<file path="src/rtl/axi_cpl_info_arbiter_pkg.sv">
// Shared definitions for the AXI R/B completion-info arbiter: AXI response
// codes, round-robin priority encoding, address-space and completion-type
// encodings, completion status codes and the holding-register state type.
package axi_cpl_info_arbiter_pkg;

    // AXI xRESP encodings
    localparam logic [1:0] RESP_OKAY   = 2'b00;
    localparam logic [1:0] RESP_EXOKAY = 2'b01;
    localparam logic [1:0] RESP_SLVERR = 2'b10;
    localparam logic [1:0] RESP_DECERR = 2'b11;

    // Round-robin priority: which response channel wins the next tie
    typedef enum logic {
        READ_RESP  = 1'b0,
        WRITE_RESP = 1'b1
    } rr_prio_e;

    // RUSER mem_not_io bit: 1 = memory read, 0 = IO read
    localparam logic MEMORY = 1'b1;

    // Completion type: CplD carries data, Cpl does not
    localparam logic NODATA = 1'b0;
    localparam logic DATA   = 1'b1;

    // Completion status codes
    localparam logic [2:0] CPL_STATUS_SC = 3'b000;
    localparam logic [2:0] CPL_STATUS_UR = 3'b001;
    localparam logic [2:0] CPL_STATUS_CA = 3'b100;

    // One-entry output holding register
    typedef enum logic {
        ST_EMPTY = 1'b0,
        ST_FULL  = 1'b1
    } hold_state_e;

    // EXOKAY is a successful response; only SLVERR and DECERR are errors
    function automatic logic resp_is_error(input logic [1:0] resp);
        return (resp == RESP_SLVERR) || (resp == RESP_DECERR);
    endfunction

    // Map an AXI response onto a completion status
    function automatic logic [2:0] resp_to_status(input logic [1:0] resp);
        logic [2:0] status;
        case (resp)
            RESP_OKAY,
            RESP_EXOKAY: status = CPL_STATUS_SC;
            RESP_SLVERR: status = CPL_STATUS_CA;
            default:     status = CPL_STATUS_UR;
        endcase
        return status;
    endfunction

endpackage

</file>
<file path="src/rtl/cpl_byte_count_calc.sv">
// Combinational completion byte-count and lower-address offset calculator.
// Shared by the non-split completion-info path and the split-completion path.
// Byte count wraps modulo 2^BC_WIDTH, so a 1024-DW (length 0) full read
// produces 0, which is the encoding of 4096 bytes.
module cpl_byte_count_calc
    import axi_cpl_info_arbiter_pkg::*;
#(
    parameter int BE_WIDTH  = 4,
    parameter int LEN_WIDTH = 10,
    parameter int BC_WIDTH  = 12,
    parameter int OFF_WIDTH = 2
) (
    input  logic [BE_WIDTH-1:0]  first_be_i,
    input  logic [BE_WIDTH-1:0]  last_be_i,
    input  logic [LEN_WIDTH-1:0] length_i,
    input  logic                 mem_not_io_i,
    output logic [BC_WIDTH-1:0]  byte_count_o,
    output logic [OFF_WIDTH-1:0] be_off_o
);

    logic [OFF_WIDTH-1:0] fbe_lo;
    logic [OFF_WIDTH-1:0] fbe_hi;
    logic [OFF_WIDTH-1:0] lbe_hi;
    logic [BC_WIDTH-1:0]  lead_bytes;
    logic [BC_WIDTH-1:0]  trail_bytes;

    // Locate lowest/highest enabled byte lanes; an empty mask yields lane 0
    always_comb begin
        fbe_lo = '0;
        fbe_hi = '0;
        lbe_hi = '0;
        for (int i = BE_WIDTH - 1; i >= 0; i--) begin
            if (first_be_i[i]) fbe_lo = OFF_WIDTH'(i);
        end
        for (int i = 0; i < BE_WIDTH; i++) begin
            if (first_be_i[i]) fbe_hi = OFF_WIDTH'(i);
            if (last_be_i[i])  lbe_hi = OFF_WIDTH'(i);
        end
    end

    // Disabled bytes before the first and after the last enabled byte
    always_comb begin
        lead_bytes  = BC_WIDTH'(fbe_lo);
        trail_bytes = '0;
        if (last_be_i != '0) begin
            trail_bytes = BC_WIDTH'(BE_WIDTH - 1) - BC_WIDTH'(lbe_hi);
        end
    end

    // Byte count: IO is always one DW; single-DW memory reads use the
    // first_be span; everything else is length*DW minus unused edge bytes
    always_comb begin
        byte_count_o = BC_WIDTH'(BE_WIDTH);
        if (mem_not_io_i == MEMORY) begin
            if ((length_i == LEN_WIDTH'(1)) && (last_be_i == '0)) begin
                if (first_be_i == '0) begin
                    byte_count_o = BC_WIDTH'(1);
                end else begin
                    byte_count_o = BC_WIDTH'(fbe_hi) - BC_WIDTH'(fbe_lo) + BC_WIDTH'(1);
                end
            end else begin
                byte_count_o = BC_WIDTH'(length_i) * BC_WIDTH'(BE_WIDTH)
                             - lead_bytes - trail_bytes;
            end
        end
    end

    assign be_off_o = fbe_lo;

endmodule

</file>
<file path="src/rtl/axi_cpl_info_arbiter.sv">
// Round-robin R/B completion-info arbiter with a one-entry registered output.
// Pops the AXI R-info or B-info FIFO head, maps it to completion-generator
// fields and holds them under a valid/accept handshake.
// Optional feature macro: AXI_CPL_STATUS_EN adds the registered o_cpl_status port.
module axi_cpl_info_arbiter
    import axi_cpl_info_arbiter_pkg::*;
#(
    parameter int ID_WIDTH           = 10,
    parameter int TAG_WIDTH          = 10,
    parameter int REQUESTER_ID_WIDTH = 16,
    parameter int LEN_FIELD_WIDTH    = 10,
    parameter int TC_WIDTH           = 3,
    parameter int LOWER_ADDR_FIELD   = 7,
    parameter int BYTE_ENABLES_WIDTH = 4,
    parameter int ADDR_LSBS_PORTION  = 5,
    parameter int BYTE_COUNT_WIDTH   = 12,
    parameter int RESP_WIDTH         = 2,
    parameter int R_USER_SIG_WIDTH   = 43,
    parameter int B_USER_SIG_WIDTH   = 19
) (
    input  logic                          i_clk,
    input  logic                          i_n_rst,
    input  logic [ID_WIDTH-1:0]           i_BID,
    input  logic [RESP_WIDTH-1:0]         i_BRESP,
    input  logic [B_USER_SIG_WIDTH-1:0]   i_BUSER,
    input  logic                          i_BVALID_fifo,
    output logic                          o_b_ch_read_inc,
    input  logic [ID_WIDTH-1:0]           i_RID,
    input  logic [RESP_WIDTH-1:0]         i_RRESP,
    input  logic [R_USER_SIG_WIDTH-1:0]   i_RUSER,
    input  logic                          i_RVALID_fifo,
    output logic                          o_r_ch_read_info_inc,
    input  logic                          i_cpl_info_inc,
    output logic [REQUESTER_ID_WIDTH-1:0] o_requester_id,
    output logic [TAG_WIDTH-1:0]          o_cpl_tag,
    output logic [TC_WIDTH-1:0]           o_cpl_traffic_class,
    output logic [LEN_FIELD_WIDTH-1:0]    o_cpl_length,
    output logic [LOWER_ADDR_FIELD-1:0]   o_cpl_lower_address,
    output logic [BYTE_COUNT_WIDTH-1:0]   o_cpl_initial_byte_count,
    output logic                          o_cpl_type,
    output logic                          o_cpl_error_flag,
`ifdef AXI_CPL_STATUS_EN
    output logic [2:0]                    o_cpl_status,
`endif
    output logic                          o_cpl_valid
);

    // RUSER layout, LSB first: mem_not_io, length, tc, addr_lsbs, last_be, first_be, req_id
    localparam int R_MEM_OFF  = 0;
    localparam int R_LEN_OFF  = R_MEM_OFF + 1;
    localparam int R_TC_OFF   = R_LEN_OFF + LEN_FIELD_WIDTH;
    localparam int R_ADDR_OFF = R_TC_OFF + TC_WIDTH;
    localparam int R_LBE_OFF  = R_ADDR_OFF + ADDR_LSBS_PORTION;
    localparam int R_FBE_OFF  = R_LBE_OFF + BYTE_ENABLES_WIDTH;
    localparam int R_RID_OFF  = R_FBE_OFF + BYTE_ENABLES_WIDTH;
    // BUSER layout, LSB first: tc, req_id
    localparam int B_TC_OFF   = 0;
    localparam int B_RID_OFF  = B_TC_OFF + TC_WIDTH;
    localparam int BE_OFF_W   = LOWER_ADDR_FIELD - ADDR_LSBS_PORTION;

    // R-info head fields
    logic                          r_mem_not_io;
    logic [LEN_FIELD_WIDTH-1:0]    r_length;
    logic [TC_WIDTH-1:0]           r_tc;
    logic [ADDR_LSBS_PORTION-1:0]  r_addr_lsbs;
    logic [BYTE_ENABLES_WIDTH-1:0] r_last_be;
    logic [BYTE_ENABLES_WIDTH-1:0] r_first_be;
    logic [REQUESTER_ID_WIDTH-1:0] r_req_id;
    logic [TAG_WIDTH-1:0]          r_tag;
    logic [BYTE_COUNT_WIDTH-1:0]   r_byte_count;
    logic [BE_OFF_W-1:0]           r_be_off;
    // B-info head fields
    logic [TC_WIDTH-1:0]           b_tc;
    logic [REQUESTER_ID_WIDTH-1:0] b_req_id;
    logic [TAG_WIDTH-1:0]          b_tag;

    assign r_mem_not_io = i_RUSER[R_MEM_OFF];
    assign r_length     = i_RUSER[R_LEN_OFF +: LEN_FIELD_WIDTH];
    assign r_tc         = i_RUSER[R_TC_OFF +: TC_WIDTH];
    assign r_addr_lsbs  = i_RUSER[R_ADDR_OFF +: ADDR_LSBS_PORTION];
    assign r_last_be    = i_RUSER[R_LBE_OFF +: BYTE_ENABLES_WIDTH];
    assign r_first_be   = i_RUSER[R_FBE_OFF +: BYTE_ENABLES_WIDTH];
    assign r_req_id     = i_RUSER[R_RID_OFF +: REQUESTER_ID_WIDTH];
    assign b_tc         = i_BUSER[B_TC_OFF +: TC_WIDTH];
    assign b_req_id     = i_BUSER[B_RID_OFF +: REQUESTER_ID_WIDTH];

    // AXI IDs become tags by truncation or zero extension
    generate
        if (ID_WIDTH >= TAG_WIDTH) begin : g_tag_trunc
            assign r_tag = i_RID[TAG_WIDTH-1:0];
            assign b_tag = i_BID[TAG_WIDTH-1:0];
        end else begin : g_tag_zext
            assign r_tag = {{(TAG_WIDTH - ID_WIDTH){1'b0}}, i_RID};
            assign b_tag = {{(TAG_WIDTH - ID_WIDTH){1'b0}}, i_BID};
        end
    endgenerate

    cpl_byte_count_calc #(
        .BE_WIDTH  (BYTE_ENABLES_WIDTH),
        .LEN_WIDTH (LEN_FIELD_WIDTH),
        .BC_WIDTH  (BYTE_COUNT_WIDTH),
        .OFF_WIDTH (BE_OFF_W)
    ) u_byte_count (
        .first_be_i   (r_first_be),
        .last_be_i    (r_last_be),
        .length_i     (r_length),
        .mem_not_io_i (r_mem_not_io),
        .byte_count_o (r_byte_count),
        .be_off_o     (r_be_off)
    );

    hold_state_e                   state_q, state_d;
    rr_prio_e                      prio_q, prio_d;
    logic                          load_en;
    logic                          grant_r;
    logic                          grant_b;
    logic [REQUESTER_ID_WIDTH-1:0] req_id_q, req_id_d;
    logic [TAG_WIDTH-1:0]          tag_q, tag_d;
    logic [TC_WIDTH-1:0]           tc_q, tc_d;
    logic [LEN_FIELD_WIDTH-1:0]    len_q, len_d;
    logic [LOWER_ADDR_FIELD-1:0]   laddr_q, laddr_d;
    logic [BYTE_COUNT_WIDTH-1:0]   bc_q, bc_d;
    logic                          type_q, type_d;
    logic                          err_q, err_d;
`ifdef AXI_CPL_STATUS_EN
    logic [2:0]                    status_q, status_d;
`endif

    // Holding state, priority and completion fields; async reset drops the entry
    always_ff @(posedge i_clk or negedge i_n_rst) begin
        if (!i_n_rst) begin
            state_q  <= ST_EMPTY;
            prio_q   <= READ_RESP;
            req_id_q <= '0;
            tag_q    <= '0;
            tc_q     <= '0;
            len_q    <= '0;
            laddr_q  <= '0;
            bc_q     <= '0;
            type_q   <= 1'b0;
            err_q    <= 1'b0;
`ifdef AXI_CPL_STATUS_EN
            status_q <= '0;
`endif
        end else begin
            state_q  <= state_d;
            prio_q   <= prio_d;
            req_id_q <= req_id_d;
            tag_q    <= tag_d;
            tc_q     <= tc_d;
            len_q    <= len_d;
            laddr_q  <= laddr_d;
            bc_q     <= bc_d;
            type_q   <= type_d;
            err_q    <= err_d;
`ifdef AXI_CPL_STATUS_EN
            status_q <= status_d;
`endif
        end
    end

    // Arbitration, pop generation and next-entry mapping
    always_comb begin
        state_d  = state_q;
        prio_d   = prio_q;
        grant_r  = 1'b0;
        grant_b  = 1'b0;
        req_id_d = req_id_q;
        tag_d    = tag_q;
        tc_d     = tc_q;
        len_d    = len_q;
        laddr_d  = laddr_q;
        bc_d     = bc_q;
        type_d   = type_q;
        err_d    = err_q;
`ifdef AXI_CPL_STATUS_EN
        status_d = status_q;
`endif
        // Register can take a new entry when empty or being accepted this cycle
        load_en = (state_q == ST_EMPTY) || i_cpl_info_inc;

        if (load_en) begin
            if (i_RVALID_fifo && i_BVALID_fifo) begin
                // Tie: serve the priority channel, then hand priority over
                grant_r = (prio_q == READ_RESP);
                grant_b = (prio_q == WRITE_RESP);
                prio_d  = (prio_q == READ_RESP) ? WRITE_RESP : READ_RESP;
            end else begin
                grant_r = i_RVALID_fifo;
                grant_b = i_BVALID_fifo;
            end
            state_d = (i_RVALID_fifo || i_BVALID_fifo) ? ST_FULL : ST_EMPTY;
        end

        if (grant_r) begin
            req_id_d = r_req_id;
            tag_d    = r_tag;
            tc_d     = r_tc;
            len_d    = r_length;
            laddr_d  = (r_mem_not_io == MEMORY) ? {r_addr_lsbs, r_be_off} : '0;
            bc_d     = r_byte_count;
            type_d   = (r_mem_not_io == MEMORY) ? DATA : NODATA;
            err_d    = resp_is_error(i_RRESP);
`ifdef AXI_CPL_STATUS_EN
            status_d = resp_to_status(i_RRESP);
`endif
        end else if (grant_b) begin
            req_id_d = b_req_id;
            tag_d    = b_tag;
            tc_d     = b_tc;
            len_d    = LEN_FIELD_WIDTH'(1);
            laddr_d  = '0;
            bc_d     = BYTE_COUNT_WIDTH'(BYTE_ENABLES_WIDTH);
            type_d   = NODATA;
            err_d    = resp_is_error(i_BRESP);
`ifdef AXI_CPL_STATUS_EN
            status_d = resp_to_status(i_BRESP);
`endif
        end
    end

    assign o_r_ch_read_info_inc     = grant_r;
    assign o_b_ch_read_inc          = grant_b;
    assign o_cpl_valid              = (state_q == ST_FULL);
    assign o_requester_id           = req_id_q;
    assign o_cpl_tag                = tag_q;
    assign o_cpl_traffic_class      = tc_q;
    assign o_cpl_length             = len_q;
    assign o_cpl_lower_address      = laddr_q;
    assign o_cpl_initial_byte_count = bc_q;
    assign o_cpl_type               = type_q;
    assign o_cpl_error_flag         = err_q;
`ifdef AXI_CPL_STATUS_EN
    assign o_cpl_status             = status_q;
`endif

endmodule

</file>
<file path="config.mk">
export PLATFORM = sky130hd
export DESIGN_NAME = axi_cpl_info_arbiter
export DESIGN_NICKNAME = d
export VERILOG_FILES = /design/src/rtl/axi_cpl_info_arbiter_pkg.sv /design/src/rtl/cpl_byte_count_calc.sv /design/src/rtl/axi_cpl_info_arbiter.sv
export SDC_FILE = /design/constraint.sdc
export NUM_CORES = 1
export LEC_CHECK = 0
export BUFFER_PORTS_ARGS = -buffer_cell sky130_fd_sc_hd__clkbuf_2
export CAP_MARGIN = 25
export CORE_MARGIN = 10
export CORE_UTILIZATION = 30
export CTS_CLUSTER_DIAMETER = 150
export CTS_CLUSTER_SIZE = 14
export DETAILED_ROUTE_END_ITERATION = 16
export PLACE_DENSITY = 0.65
export SETUP_SLACK_MARGIN = 0.1
export SYNTH_ARGS = -nofsm -noshare
export SYNTH_HDL_FRONTEND = slang
export SYNTH_SLANG_ARGS = --single-unit
</file>
<file path="constraint.sdc">
create_clock -name i_clk -period 3.69 [get_ports i_clk]
set_clock_uncertainty 0.05 [all_clocks]
set_input_delay 0.1845 -clock i_clk [delete_from_list [all_inputs] [get_ports i_clk]]
set_output_delay 0.1845 -clock i_clk [all_outputs]
set_load 0.01 [all_outputs]
</file>
* After elaboration in Yosys (flattened, before gate mapping) *
Index checks and enable logic that the tools add are counted.

word-level totals
  flip-flop bits (word level) = 62
  input port bits = 91
  output and inout port bits = 63
  logic and storage cells = 71

operators by class
  add/subtract/negate cells = 5
  eq/ne operators = 5
  mux-type cells = 38
  bitwise operators = 2
  reductions and logical operators = 11

operators by type and width
  cell                     number
  $mux W12                 6
  $mux W10                 4
  $mux W16                 2
  $mux W7                  3
  $mux W2                  8
  $mux W1                  13
  $add A12 B1 Y12 const B  1
  $sub A12 B12 Y12         1
  $sub A12 B2 Y12          1
  $eq A10 B1 Y1 const B    1
  $eq A2 B2 Y1 const B     4
  $logic_not A4 Y1         2
  $mux W3                  2
  $logic_or A1 B1 Y1       4
  $reduce_bool A4 Y1       1
  $sub A2 B2 Y3            1
  $sub A2 B2 Y3 const A    1
  $logic_and A1 B1 Y1      2
  $not A1 Y1               2
  $reduce_and A2 Y1        1
  $reduce_bool A2 Y1       1

* Depth between registers and ports, before layout *
  depth in word-level cells = 10
  mapped depth = 13
  depth with buffers taken out = 13

* Hierarchy *
From an unflattened synthesis, not the netlist that was laid out.

unflattened totals
  cells, all modules = 312
  area total of the unflattened synthesis = 3398.3 µm²

modules (own cells, without submodules)
  module                times used  cells an instance  area an instance (µm²)  sequential area each (µm²)
  axi_cpl_info_arbiter  1           225                2816.5                  1551.5
  cpl_byte_count_calc   1           87                 581.8                   0.0

* Least setup slack after synthesis *
No wires, ideal clock.

  path type = input to register
  from = in i_RUSER[25]
  to = reg bc_q[3] (netlist: o_cpl_initial_byte_count[3])
  setup time = 0.066 ns
  arrival time = 2.114 ns
  data required time = 3.574 ns
  slack = 1.460 ns
  stages = 13
  path buffers = 0
  cell sequence = inv_1 > a21oi_1 > or2_2 > inv_1 > ha_1 > inv_1 > ha_1 > nor2b_1 > nand3_1 > ha_1 > or2_2 > a21oi_1 > a22o_1

on the way
  word-level cells in the longest chain between the ends = 9
  elaborated cells between the ends (all ways) = 14
  those cells by class = add/sub (4); mux (9); reduce/logical (1)

RTL lines
  item                                                                     line                         text
  from (decl)                                                              axi_cpl_info_arbiter.sv:30   input logic [R_USER_SIG_WIDTH-1:0] i_RUSER,
  parallel branches: the longest is 6 deep, another holds $sub A12 B2 Y12  --
  $mux W12 (*)                                                             cpl_byte_count_calc.sv:55    if ((length_i == LEN_WIDTH'(1)) && (last_be_i == '0)) begin
  $mux W12 (*)                                                             cpl_byte_count_calc.sv:54    if (mem_not_io_i == MEMORY) begin
  $mux W12 (*)                                                             axi_cpl_info_arbiter.sv:195  if (grant_r) begin
  to (signal assigned)                                                     axi_cpl_info_arbiter.sv:139  bc_q <= '0;
  to (signal assigned)                                                     axi_cpl_info_arbiter.sv:153  bc_q <= bc_d;
  to (decl)                                                                axi_cpl_info_arbiter.sv:122  logic [BYTE_COUNT_WIDTH-1:0] bc_q, bc_d;

Every way passes the cells marked *.
A chain may end at the register's enable or synchronous reset.

* Final worst setup path *
Ends and elaborated chain as after synthesis.

==> load_flow_metrics.sql <==
INSERT INTO impl_metrics (metric_group, metric, value, unit) VALUES
('global_route', 'grt_start_max_net_pins', '61', ''),
('clock_tree', 'clock_tree_from_tritoncts', 'done', ''),
('timing', 'timing.setup.tns', '0', 'ps'),
('timing', 'timing.max_slew.rel_slack', '0.473', ''),
('critical_path', 'cp_max_fo', '4', ''),
('critical_path', 'endpoint_kind', 'register', ''),
('floorplanning', 'starting_density_of_the_core', '0.311', ''),
('synthesis', 'synth_cell_types', '41', ''),
('critical_path', 'start_kind', 'input port', ''),
('routing', 'detail_route.wirelength', '9210', 'um'),
('critical_path', 'timing.critical_path.to', 'o_cpl_initial_byte_count[3]', ''),
('timing', 'final_critical_path_required_period', '2350', 'ps'),
('clock_tree', 'cts-htree-levels', '3', ''),
('synthesis', 'synth_common_cells', 'sky130_fd_sc_hd__dfrtp_1, sky130_fd_sc_hd__nand2_1, sky130_fd_sc_hd__mux2i_1', ''),
('timing', 'finalWorstSetupSlack', '1340', 'ps'),
('timing', 'fmax', '0.426', 'GHz'),
('placement', 'place_hpwl', '7280', 'um'),
('clock_tree', 'clock_tree.buffer_depth', '2', ''),
('critical_path', 'critPathKind', 'input port to register', ''),
('routing', 'final_antenna_net_count', '0', ''),
('synthesis', 'flip_flop_and_latch_count_after_synthesis', '62', ''),
('routing', 'route.vias.total', '2727', ''),
('synthesis', 'postSynthAreaPerCell', '10.2', 'sq um'),
('pwr', 'power.static_leakage', '2.16', 'nW'),
('clock_tree', 'cts.root.buffer_cell', 'sky130_fd_sc_hd__clkbuf_8', ''),
('pwr', 'power.share.switching', '0.296', ''),
('routing', 'detail_route.drc_violations', '0', ''),
('routing', 'routedWlPerCell', '15.5', 'um'),
('floorplanning', 'ios', '154', ''),
('floorplanning', 'num_rows', '36', ''),
('global_route', 'total_routing_usage_gr', '0.125', ''),
('floorplanning', 'die_height', '121', 'um'),
('synthesis', 'netlist_area', '3070', 'sq um'),
('critical_path', 'r2r_start', 'o_cpl_valid', ''),
('pwr', 'p_sw', '582', 'uW'),
('timing', 'setup_violations', '0', ''),
('clock_tree', 'cts_made_buffers', '9', ''),
('clock_tree', 'clk_transition_reported_paths', '70', 'ps'),
('critical_path', 'arrival', '2550', 'ps'),
('layout', 'final_layout_size_suffix_gt1_frac', '0.385', ''),
('synthesis', 'most_area_consuming_cells_after_synthesis', 'sky130_fd_sc_hd__dfrtp_1, sky130_fd_sc_hd__mux2i_1, sky130_fd_sc_hd__a22o_1', ''),
('floorplanning', 'placeableCoreArea', '9860', 'sq um'),
('clock_tree', 'postCtsSetupBuffers', '0', ''),
('critical_path', 'r2r_setup_slack', '1740', 'ps'),
('hold_path', 'holdCritPathClass', 'input port to register', ''),
('routing', 'first_pass_iters', '4', ''),
('timing', 'drv_slew', '0', ''),
('outcome', 'status', 'finished clean', ''),
('global_route', 'grt_first_pass_wirelength', '14800', 'um'),
('pwr', 'pwr-share-seq', '0.425', ''),
('synthesis', 'synthCells', '301', ''),
('synthesis', 'ys_warn_count', '0', ''),
('placement', 'preCtsSetupSlack', '1050', 'ps'),
('critical_path', 'timing.critical_path.from', 'i_RUSER[25]', ''),
('placement', 'globalplace.congestion', '0.793', ''),
('floorplanning', 'horizontal_die_dimension', '121', 'um'),
('routing', 'drt-initial-drc-count', '77', ''),
('layout', 'final_nets', '555', ''),
('synthesis', 'ys_async_sr_fraction', '1.00', ''),
('routing', 'vias_per_cell', '4.60', ''),
('synthesis', 'synth_largest_type_area_fraction', '0.506', ''),
('synthesis', 'yosys.cell_count.top_type', 'sky130_fd_sc_hd__dfrtp_1', ''),
('clock_tree', 'worstSkewPairLatency', '320', 'ps'),
('pwr', 'power.share.clock', '0.328', ''),
('placement', 'io_buffer_count', '151', ''),
('critical_path', 'timing.reg2reg.worst_path_depth', '5', ''),
('critical_path', 'crit-reg2reg-capture', 'o_cpl_lower_address[5]', ''),
('timing', 'rsz0062_at_grt', 'false', ''),
('clock_tree', 'cts.sinks', '62', ''),
('timing', 'worst-slew-pin-transition', '787', 'ps'),
('global_route', 'grt.overflow.total', '0', '');
==> placed cells by master, fill, tap and decap left out, types with 2 or more instances in the layout <==
master | Yosys | layout
sky130_fd_sc_hd__or2_2 | 2 | 2
sky130_fd_sc_hd__buf_4 | 0 | 3
sky130_fd_sc_hd__o21ai_1 | 23 | 22
sky130_fd_sc_hd__nand3_1 | 7 | 7
sky130_fd_sc_hd__nor2b_1 | 3 | 3
sky130_fd_sc_hd__dlygate4sd3_1 | 0 | 5
sky130_fd_sc_hd__dfrtp_1 | 62 | 62
sky130_fd_sc_hd__clkbuf_8 | 0 | 13
sky130_fd_sc_hd__a21oi_1 | 6 | 6
sky130_fd_sc_hd__inv_1 | 8 | 8
sky130_fd_sc_hd__ha_1 | 8 | 8
sky130_fd_sc_hd__nor3_1 | 5 | 5
sky130_fd_sc_hd__o21ai_0 | 10 | 10
sky130_fd_sc_hd__a22o_1 | 23 | 23
sky130_fd_sc_hd__xor2_1 | 4 | 4
sky130_fd_sc_hd__nand2b_1 | 4 | 4
sky130_fd_sc_hd__nor2_1 | 11 | 11
sky130_fd_sc_hd__clkbuf_2 | 0 | 150
sky130_fd_sc_hd__nand2_1 | 53 | 53
sky130_fd_sc_hd__nor3_2 | 2 | 2
sky130_fd_sc_hd__mux2i_1 | 30 | 30
sky130_fd_sc_hd__xnor2_1 | 4 | 4
==> power by group through the flow <==
stage	clock network, mW	logic [mW]	registers [mW]
after floorplan	0	0.214	0.891
after global placement	0	0.481	0.845
after detailed placement	0	0.496	0.848
after CTS	0.673	0.499	0.837
after global routing	0.700	0.546	0.850
final	0.645	0.486	0.836
==> final cells by class <==
cell class / count / area [sq um]
multi-input cells: 215 / 1430
clock buffers: 14 / 183
well taps: 133 / 166
flip-flops and latches: 62 / 1550
clock inverters: 2 / 37.5
inverters: 8 / 30.0
repair buffers: 159 / 828
fillers: 974 / 5640
==> sequential cells by signal (all words and copies together), names as in the netlist <==
name,flops
o_cpl_error_flag,1
o_cpl_initial_byte_count,12
o_cpl_length,10
o_cpl_lower_address,7
o_cpl_tag,10
o_cpl_traffic_class,3
o_cpl_type,1
o_cpl_valid,1
o_requester_id,16
prio_q,1
==> routing by layer <==
layer | global-route usage | wire length, um | up-vias
met1 | 0.143 | 3770 | 1268
met5 | 0 | 0 | -
li1 | - | - | 1362
met2 | 0.209 | 4560 | 89
met3 | 0.0493 | 800 | 8
met4 | 0.0407 | 87 | 0
==> cell families (layout without fill, tap and decap cells) <==
group	after synthesis	count (layout)	synth area share
flip-flops	62	62	0.506
AND/OR/NAND/NOR	96	96	0.146
XOR/XNOR	8	8	0.0228
multiplexers	30	30	0.0979
adder cells (fa/ha/maj)	9	9	0.0392
buffers and inverters	24	183	0.0339
AO/OA/AOI/OAI	72	72	0.155
==> what timing repair did <==
item	CTS	global route
hold buffers	5	0
resized for setup	0	0
setup endpoints to repair	0	0
endpoints found under the hold margin	34	0
==> worst max-delay path, stage by stage <==
cell and delay (ps):
sky130_fd_sc_hd__clkbuf_2 110, sky130_fd_sc_hd__inv_1 80, sky130_fd_sc_hd__a21oi_1 60, sky130_fd_sc_hd__or2_2 300
sky130_fd_sc_hd__inv_1 70, sky130_fd_sc_hd__ha_1 140, sky130_fd_sc_hd__inv_1 50, sky130_fd_sc_hd__ha_1 180
sky130_fd_sc_hd__nor2b_1 200, sky130_fd_sc_hd__nand3_1 120, sky130_fd_sc_hd__ha_1 300, sky130_fd_sc_hd__or2_2 300
sky130_fd_sc_hd__a21oi_1 280, sky130_fd_sc_hd__a22o_1 180
==> worst min-delay path by stage <==
stage	startpoint	endpoint	slack (ps)	cells after the start
after floorplan	i_n_rst	o_cpl_error_flag	-160	0
after global placement	i_n_rst	o_requester_id[12]	200	1
after detailed placement	i_n_rst	o_cpl_traffic_class[0]	220	1
after CTS	i_RUSER[17]	o_cpl_lower_address[5]	3	2
after global routing	i_RUSER[17]	o_cpl_lower_address[5]	20	2
final	i_RUSER[17]	o_cpl_lower_address[5]	30	2
==> metrics by stage <==
step	cells	cell area, sq um	util	power [mW]	hold slack, ps
final	593	4220	0.428	1.97	25.5
after global routing	593	4220	0.428	2.10	16.8
after CTS	593	4220	0.428	2.01	2.64
after detailed placement	572	3950	0.401	1.34	216
after global placement	572	3950	0.401	1.33	204
after floorplan	301	3070	-	1.10	-161
Note: power is estimated with default switching activity, not from simulation.
